### src/rtl/hdmi_packet_scheduler_pkg.sv
// Shared types and encodings for the HDMI data-island packet scheduler.
package hdmi_pkg;

  localparam logic [7:0] PKT_NULL  = 8'h00;
  localparam logic [7:0] PKT_ACR   = 8'h01;
  localparam logic [7:0] PKT_AUDIO = 8'h02;
  localparam logic [7:0] PKT_AVI   = 8'h82;
  localparam logic [7:0] PKT_AIF   = 8'h84;

  typedef enum logic [7:0] {
    TYPE_NULL  = PKT_NULL,
    TYPE_ACR   = PKT_ACR,
    TYPE_AUDIO = PKT_AUDIO,
    TYPE_AVI   = PKT_AVI,
    TYPE_AIF   = PKT_AIF
  } packet_type_t;

  typedef enum logic {
    IDLE = 1'b0,
    BUSY = 1'b1
  } sched_state_t;

  // Fixed-priority pick among the pending packet sources.
  function automatic packet_type_t pick_packet(logic acr, logic audio, logic avi, logic aif);
    if (acr)   return TYPE_ACR;
    if (audio) return TYPE_AUDIO;
    if (avi)   return TYPE_AVI;
    if (aif)   return TYPE_AIF;
    return TYPE_NULL;
  endfunction

endpackage

### src/rtl/hdmi_packet_scheduler_if.sv
// Slot request / packet select bundle between the timing generator and the scheduler.
interface hdmi_packet_scheduler_if;
  logic       packet_enable;
  logic       frame_start;
  logic       acr_toggle;
  logic [2:0] sample_count;
  logic [7:0] packet_type;
  logic       packet_grant;
  logic [2:0] samples_taken;
  logic       slot_busy;
  logic       acr_overrun;
  logic       infoframe_missed;
  logic       slot_refused;

  modport master (
    output packet_enable, frame_start, acr_toggle, sample_count,
    input  packet_type, packet_grant, samples_taken, slot_busy,
           acr_overrun, infoframe_missed, slot_refused
  );

  modport slave (
    input  packet_enable, frame_start, acr_toggle, sample_count,
    output packet_type, packet_grant, samples_taken, slot_busy,
           acr_overrun, infoframe_missed, slot_refused
  );
endinterface

### src/rtl/hdmi_toggle_edge_detect.sv
// Turns a toggle-style handshake level into a one-cycle change indication.
module hdmi_toggle_edge_detect (
  input  logic clk,
  input  logic rst_n,
  input  logic toggle,
  output logic toggle_edge
);

  logic toggle_q;

  // NOTE: sequential state uses non-blocking assignments so every flop samples pre-edge values.
  always_ff @(posedge clk or negedge rst_n) begin
    if (!rst_n) toggle_q <= 1'b0;
    else        toggle_q <= toggle;
  end

  assign toggle_edge = toggle ^ toggle_q;

endmodule

### src/rtl/hdmi_packet_scheduler.sv
// Per-slot arbiter choosing the next data-island packet type in the pixel clock domain.
module hdmi_packet_scheduler
  import hdmi_pkg::*;
#(
  parameter int PACKET_CYCLES    = 32,
  parameter int MAX_SAMPLES      = 4,
  parameter int INFOFRAME_PERIOD = 1
) (
  input logic                     clk_pixel,
  input logic                     reset_n,
  hdmi_packet_scheduler_if.slave  bus
);

  localparam int              CNT_W    = $clog2(PACKET_CYCLES);
  localparam logic [CNT_W-1:0] CNT_LAST = CNT_W'(PACKET_CYCLES - 1);
  localparam logic [3:0]      FRM_LAST = 4'(INFOFRAME_PERIOD - 1);
  localparam logic [2:0]      MAX_S    = 3'(MAX_SAMPLES);

  sched_state_t     state_q, state_d;
  logic [CNT_W-1:0] busy_cnt;
  logic [3:0]       frame_cnt;
  logic             acr_edge, acr_pend, avi_pend, aif_pend;
  logic             accept, refuse, rearm;
  logic             grant_acr, grant_avi, grant_aif;
  packet_type_t     winner, type_q;
  logic             grant_q, overrun_q, missed_q, refused_q;
  logic [2:0]       taken_q, take_n;

  hdmi_toggle_edge_detect u_acr_edge (
    .clk         (clk_pixel),
    .rst_n       (reset_n),
    .toggle      (bus.acr_toggle),
    .toggle_edge (acr_edge)
  );

  // NOTE: every combinational output gets a default first so no path can infer a latch.
  always_comb begin
    state_d = state_q;
    accept  = 1'b0;
    refuse  = 1'b0;
    case (state_q)
      IDLE: if (bus.packet_enable) begin
        accept  = 1'b1;
        state_d = BUSY;
      end
      BUSY: begin
        refuse = bus.packet_enable;
        if (busy_cnt == CNT_LAST) state_d = IDLE;
      end
      default: state_d = IDLE;
    endcase
  end

  assign winner    = pick_packet(acr_pend, bus.sample_count != 3'd0, avi_pend, aif_pend);
  assign grant_acr = accept && (winner == TYPE_ACR);
  assign grant_avi = accept && (winner == TYPE_AVI);
  assign grant_aif = accept && (winner == TYPE_AIF);
  assign rearm     = bus.frame_start && (frame_cnt == FRM_LAST);
  assign take_n    = (bus.sample_count > MAX_S) ? MAX_S : bus.sample_count;

  always_ff @(posedge clk_pixel or negedge reset_n) begin
    if (!reset_n) begin
      state_q  <= IDLE;
      busy_cnt <= '0;
    end else begin
      state_q  <= state_d;
      busy_cnt <= (state_q == BUSY && busy_cnt != CNT_LAST) ? busy_cnt + 1'b1 : '0;
    end
  end

  // A request arriving in the same cycle as its own grant re-sets the flag, so it is not lost.
  always_ff @(posedge clk_pixel or negedge reset_n) begin
    if (!reset_n) begin
      acr_pend  <= 1'b0;
      avi_pend  <= 1'b0;
      aif_pend  <= 1'b0;
      frame_cnt <= '0;
      overrun_q <= 1'b0;
      missed_q  <= 1'b0;
      refused_q <= 1'b0;
    end else begin
      acr_pend  <= acr_edge | (acr_pend & ~grant_acr);
      avi_pend  <= rearm    | (avi_pend & ~grant_avi);
      aif_pend  <= rearm    | (aif_pend & ~grant_aif);
      overrun_q <= overrun_q | (acr_edge & acr_pend & ~grant_acr);
      missed_q  <= missed_q  | (rearm & ((avi_pend & ~grant_avi) | (aif_pend & ~grant_aif)));
      refused_q <= refused_q | refuse;
      if (bus.frame_start) frame_cnt <= rearm ? 4'd0 : frame_cnt + 4'd1;
    end
  end

  always_ff @(posedge clk_pixel or negedge reset_n) begin
    if (!reset_n) begin
      type_q  <= TYPE_NULL;
      grant_q <= 1'b0;
      taken_q <= '0;
    end else begin
      grant_q <= accept;
      taken_q <= (accept && winner == TYPE_AUDIO) ? take_n : 3'd0;
      if (accept) type_q <= winner;
    end
  end

  assign bus.packet_type      = type_q;
  assign bus.packet_grant     = grant_q;
  assign bus.samples_taken    = taken_q;
  assign bus.slot_busy        = (state_q == BUSY);
  assign bus.acr_overrun      = overrun_q;
  assign bus.infoframe_missed = missed_q;
  assign bus.slot_refused     = refused_q;

endmodule

### src/flat_wrapper.sv
// flat-port wrapper written by rule: the top's interface ports become plain ports
module hdmi_packet_scheduler_flat import hdmi_pkg::*;
#(
  parameter int PACKET_CYCLES    = 32,
  parameter int MAX_SAMPLES      = 4,
  parameter int INFOFRAME_PERIOD = 1
)
  (clk_pixel, reset_n, bus_packet_enable, bus_frame_start, bus_acr_toggle, bus_sample_count, bus_packet_type, bus_packet_grant, bus_samples_taken, bus_slot_busy, bus_acr_overrun, bus_infoframe_missed, bus_slot_refused);
  hdmi_packet_scheduler_if bus_i ();
  input logic clk_pixel;
  input logic reset_n;
  input wire logic [$bits(bus_i.packet_enable)-1:0] bus_packet_enable;
  input wire logic [$bits(bus_i.frame_start)-1:0] bus_frame_start;
  input wire logic [$bits(bus_i.acr_toggle)-1:0] bus_acr_toggle;
  input wire logic [$bits(bus_i.sample_count)-1:0] bus_sample_count;
  output wire logic [$bits(bus_i.packet_type)-1:0] bus_packet_type;
  output wire logic [$bits(bus_i.packet_grant)-1:0] bus_packet_grant;
  output wire logic [$bits(bus_i.samples_taken)-1:0] bus_samples_taken;
  output wire logic [$bits(bus_i.slot_busy)-1:0] bus_slot_busy;
  output wire logic [$bits(bus_i.acr_overrun)-1:0] bus_acr_overrun;
  output wire logic [$bits(bus_i.infoframe_missed)-1:0] bus_infoframe_missed;
  output wire logic [$bits(bus_i.slot_refused)-1:0] bus_slot_refused;
  assign bus_i.packet_enable = bus_packet_enable;
  assign bus_i.frame_start = bus_frame_start;
  assign bus_i.acr_toggle = bus_acr_toggle;
  assign bus_i.sample_count = bus_sample_count;
  assign bus_packet_type = bus_i.packet_type;
  assign bus_packet_grant = bus_i.packet_grant;
  assign bus_samples_taken = bus_i.samples_taken;
  assign bus_slot_busy = bus_i.slot_busy;
  assign bus_acr_overrun = bus_i.acr_overrun;
  assign bus_infoframe_missed = bus_i.infoframe_missed;
  assign bus_slot_refused = bus_i.slot_refused;
  hdmi_packet_scheduler #(.PACKET_CYCLES(PACKET_CYCLES), .MAX_SAMPLES(MAX_SAMPLES), .INFOFRAME_PERIOD(INFOFRAME_PERIOD)) u_core (.clk_pixel(clk_pixel), .reset_n(reset_n), .bus(bus_i));
endmodule
### config.mk
export PLATFORM = sky130hd
export DESIGN_NAME = hdmi_packet_scheduler_flat
export DESIGN_NICKNAME = d
export VERILOG_FILES = /design/src/rtl/hdmi_packet_scheduler_pkg.sv /design/src/rtl/hdmi_packet_scheduler_if.sv /design/src/rtl/hdmi_toggle_edge_detect.sv /design/src/rtl/hdmi_packet_scheduler.sv /design/src/flat_wrapper.sv
export SDC_FILE = /design/constraint.sdc
export NUM_CORES = 1
export LEC_CHECK = 0
export ABC_AREA = 1
export CORE_UTILIZATION = 55
export CTS_BUF_LIST = sky130_fd_sc_hd__clkbuf_4 sky130_fd_sc_hd__clkbuf_8
export DETAILED_ROUTE_END_ITERATION = 10
export DONT_BUFFER_PORTS = 1
export PLACE_DENSITY = 0.79
export SETUP_SLACK_MARGIN = 0.02
export SYNTH_ARGS = -nofsm -noshare
export SYNTH_HDL_FRONTEND = slang
export SYNTH_SLANG_ARGS = --single-unit
### constraint.sdc
create_clock -name clk_pixel -period 1.7 [get_ports clk_pixel]
set_input_delay 0.255 -clock clk_pixel [delete_from_list [all_inputs] [get_ports clk_pixel]]
set_output_delay 0.255 -clock clk_pixel [all_outputs]
set_load 0.01 [all_outputs]
; ---- Yosys cells after proc, flatten, opt, wreduce, memory -nomap -nowiden
; Cells that the tools add are included.
[op_classes]
add_sub_neg = 2
magnitude_cmp = 1
n_eq_ne = 6
n_mux = 27
n_bitwise = 18
n_reduce_logical = 8
[op_table]
columns = operator, count
row1 = $mux W8, 8
row2 = $eq A8 B8 Y1 const B, 2
row3 = $mux W1, 14
row4 = $eq A8 B1 Y1 const B, 1
row5 = $eq A8 B2 Y1 const B, 1
row6 = $or A1 B1 Y1, 7
row7 = $and A1 B1 Y1, 6
row8 = $logic_and A1 B1 Y1, 6
row9 = $mux W3, 2
row10 = $add A5 B1 Y5 const B, 1
row11 = $eq A5 B5 Y1 const B, 1
row12 = $mux W5, 1
row13 = $ne A5 B5 Y1 const B, 1
row14 = $add A4 B1 Y4 const B, 1
row15 = $logic_not A4 Y1, 1
row16 = $mux W4, 1
row17 = $not A1 Y1, 4
row18 = $gt A3 B3 Y1 const B, 1
row19 = $reduce_bool A3 Y1, 1
row20 = $pmux W1 S2, 1
row21 = $xor A1 B1 Y1, 1
[totals]
ff_bits = 29
input_bits = 8
out_inout_bits = 16
wordCells = 75

; ---- Logic depth before layout (Yosys ltp)
; Gate-level depths: netlist (run 1).
[depth]
word_depth = 19
ltp_mapped = 8
depth_no_buf = 8

; ---- By module
; Synthesis (run 1) repeated with hierarchy kept, for this count alone.
[hier_totals]
cells_unflattened = 115
area_unflattened_um2 = 1074.8
[by_module_without_submodules]
columns = mod, instances, cells_per_inst, area_each_um2, seq_area_each_um2
row1 = hdmi_packet_scheduler, 1, 109, 1031.0, 600.6
row2 = hdmi_toggle_edge_detect, 1, 6, 43.8, 25.0

; ---- Least setup slack after synthesis (run 1)
; OpenSTA, ideal clock, no wires.
[synth_path]
path_type = reg2reg
from = register u_core.busy_cnt[0]
to = register u_core.busy_cnt[3]
setup_time_ps = 64
arrival_ps = 1405
required_ps = 1636
slack_ps = 230
stages_incl_launch_ff = 9
path_buffers = 1
period_less_slack_ps = 1470
cell_sequence = dfrtp_1 -> ha_1 -> nand2_1 -> nor2_1 -> ha_1 -> or2_1 -> buf_2 -> a21oi_1 -> o21a_1
[synth_between]
elab_chain_len = 3
word_cells_on_any_way = 4
cone_classes = add/sub (1) / eq/ne (1) / mux (1) / reduce/logical (1)
[synth_rtl]
columns = element, line
row1 = from (decl), hdmi_packet_scheduler.sv:20  ; logic [CNT_W-1:0] busy_cnt;
row2 = from (signal assigned), hdmi_packet_scheduler.sv:67  ; busy_cnt <= (state_q == BUSY && busy_cnt != CNT_LAST) ? busy_cnt + 1'b1 : '0;
row3 = branches (longest 2 deep; another with $add A5 B1 Y5), n/a
row4 = $mux W5 *, hdmi_packet_scheduler.sv:67
; Mark *: on every way between the ends.
; A chain may end at the register's enable or synchronous reset.

; ---- Worst setup path after layout (run 1)
; Same ends and word-level chain as after synthesis.

==> reports/summary.txt, run 1 <==
Core Area: 1760 um2
Die area: 2100 um2
Antenna Nets Post-Route: 0
Fill cells: 142
Nets: 129
Gate power share: 0.232
Clock Latency Late Sink: 300 ps
Post-CTS setup buffers: 0
Largest net degree at the start of global routing: 26
Reg clk slew, reported paths: 120 ps
Worst Setup SP: u_core.busy_cnt[0]$_DFF_PN0_
Internal: 969 uW
Num CTS Buffers: 3
Clock root buffer: clkbuf_4
Final Hold Fails: 0
Drt first-iter violations: 4
Die H: 45.8 um
IO Port Bufs: 0
Fin cells: 141
Total number of vias: 701
Post-synth cell types: 21
Status: completed
Crit Path Max Fanout: 6
Vias in the first global route: 646
Post-synthesis sequential area ratio: 0.592
Row count: 15
Slew @ Worst Pin: 1070 ps
Slew HR: 0.282
Crit. path cell count: 7
TNS Setup: 0 ps
Setup-failing EPs final: 0
Critical path's largest stage delay: 420 ps
Delay-heaviest family, CP: flip-flops
Reg power frac: 0.577
Critical-path top delay cell: dfrtp_1
Starting density of the core: 0.599
Worst Path Required: 1950 ps
Worst Skew: 2.68 ps
Boundary pin count: 24
Fmax: 659 MHz
Static leakage: 0.000574 uW
1st-pass router iterations: 4
NetSw: 436 uW
Synthesized cell area: 1060 um2
Via/cell ratio: 4.97
First-pass GRT wire length: 2460 um
Ys flop type: dfrtp_1
DP HPWL: 1180 um
Final Routed Wirelength: 1530 um
Area growth from synthesis to final layout: 6.64%
CTS tree: yes
Worst path bufs/invs: 0
Syn Area/Cell: 9.51 um2
Area of the multi-input gates: 345 um2
GPL Wtd Cong: 0.799
Max rail drop VDD: 0.000593 V
Remaining DRCs: 0
Pwr per Cell Area: 1250 nW/um2
Reg-to-reg critical path startpoint: u_core.busy_cnt[0]$_DFF_PN0_
Layout cells sized above 1: 0.0517
Flops & latches, synth: 25
R2R Setup Slk: 180 ps
Antenna violations before repair: 0
Kind of end point of the critical path: register
Sw frac: 0.310
R2r endpoint: u_core.busy_cnt[3]$_DFF_PN0_
Asr flop ratio synth: 1.00
Clock Tree Buf Depth: 2
Startpoint class of the critical path: register
Clock share of power: 0.190
HP Class: in2reg
Worst slack, placed: 175 ps
Reg area: 626 um2
Clock tree sinks: 25
Final Max Tran Viols: 0
Routed wire length per instance: 10.9 um
Minimum clock period: 1520 ps
Worst setup path class: reg2reg
Fin util: 0.638
Final Worst Setup Slack: 183 ps
Crit share post-route: 0.892
Overflow after GRT: 0
Die Wd: 45.8 um
Antenna cells: 0
RSZ-0062 raised after global routing: no
Max_cap viols: 0
Yosys warnings: 0
H-tree Lvls: 1
Inst Count DP: 134
GRT Total Usage: 0.165
Mapped Cells: 111
Crit path DAT: 1770 ps
CP endpoint: u_core.busy_cnt[3]$_DFF_PN0_
Critical path, cell by cell: ha_1 > nand2_1 > nor2_1 > ha_1 > or2_4 > a21oi_1 > o21a_1
CP dominant cell by count: ha_1
Post-synth EDFFs: 0
Reg2Reg Depth: 7
[per-layer routing]
metal,GRT usage,up-vias,share of wire
met3,0.0476,0,0.050
met4,0.0529,0,0
met5,0,-,0
li1,-,343,-
met1,0.194,342,0.45
met2,0.289,16,0.50
[state kept, by name (all words and copies together), names as in the netlist]
register	count
u_core.busy_cnt	5
u_core.bus.packet_type	4
u_core.frame_cnt	4
u_core.bus.samples_taken	3
u_core.acr_pend	1
u_core.aif_pend	1
u_core.avi_pend	1
u_core.bus.acr_overrun	1
u_core.bus.infoframe_missed	1
u_core.bus.packet_grant	1
u_core.bus.slot_busy	1
u_core.bus.slot_refused	1
u_core.u_acr_edge.toggle_q	1
[worst reg2reg max path, stage by stage (launching register included)]
cell     delay [ps]
dfrtp_1         420
ha_1            220
nand2_1          80
nor2_1           50
ha_1            180
or2_4           270
a21oi_1         120
o21a_1          130
[logic make-up (layout without fill, tap and decap cells)]
family,Yosys count,after routing,synth area share
flops,25,25,0.592
simple gates,47,47,0.187
fa+ha+maj,4,4,0.0474
other cells,1,4,0.00355
xor+xnor,2,2,0.0166
buf+inv,22,24,0.0936
compound gates,10,10,0.0592
[cells in the mapped netlist (all sizes together), types with 2 or more instances]
master  instances  area (um2)
nor2           14        52.6
nand3           5        25.0
o21ai           5        25.0
buf             5        35.0
o21bai          2        15.0
inv            17        63.8
dfrtp          25         626
nand2          22        82.6
nor3            2        10.0
ha              4        50.1
[cell usage in the layout (no fill, tap or decap), types with 2 or more instances in the layout]
cell,count
dfrtp_1,25
nand2_1,22
inv_1,17
nor2_1,14
nand3_1,5
o21ai_0,5
ha_1,4
conb_1,4
clkbuf_4,4
dlygate4sd3_1,3
nor3_1,2
o21bai_1,2
[power by group through the flow]
stage / clock (uW) / combinational, uW / sequential [uW]
6_report: 268 / 327 / 810
3_3_place_gp: 0 / 282 / 817
4_1_cts: 274 / 329 / 811
3_5_place_dp: 0 / 310 / 825
2_1_floorplan: 0 / 262 / 806
5_1_grt: 302 / 395 / 828
[worst min path at each step]
stage / cells after the start / from / endpoint / slack, ps
3_3_place_gp: 0 / reset_n / u_core.bus.slot_refused$_DFF_PN0_ / -40
6_report: 1 / bus_frame_start / u_core.frame_cnt[0]$_DFFE_PN0P_ / 30
4_1_cts: 1 / bus_frame_start / u_core.frame_cnt[0]$_DFFE_PN0P_ / 20
2_1_floorplan: 0 / reset_n / u_core.acr_pend$_DFF_PN0_ / -40
5_1_grt: 1 / bus_frame_start / u_core.frame_cnt[1]$_DFFE_PN0P_ / 30
3_5_place_dp: 0 / reset_n / u_core.busy_cnt[3]$_DFF_PN0_ / -40
[stage by stage]
step                hold slack [ps]  total power, uW  cell area (um2)
global placement              -40.1             1100             1060
finish                         28.1             1400             1130
floorplan                     -40.6             1070             1070
global route                   33.6             1520             1130
detailed placement            -40.1             1130             1060
CTS                            21.8             1410             1120
[layout make-up]
type                            instances  share of cell area
Tap cell                               25              0.0278
Sequential cell                        25               0.556
Clock buffer                            4              0.0267
Inverter                               17              0.0567
Timing Repair Buffer                    3              0.0267
Multi-Input combinational cell         67               0.307
[what timing repair did]
action / 4_1_cts / 5_1_grt
endpoints found under the hold margin: 28 / 0
endpoints found under the setup margin: 0 / 1
hold buffers: 3 / 0
resized for setup: 0 / 1
(Power assumes the default switching activity.)
==> run 2, diff against run 1 <==
Settings changed: CAP_MARGIN from default to 10, CTS_CLUSTER_DIAMETER from default to 200.
==> results of run 2 <==
The final DEF is identical to that of run 1; final timing and power are the same.
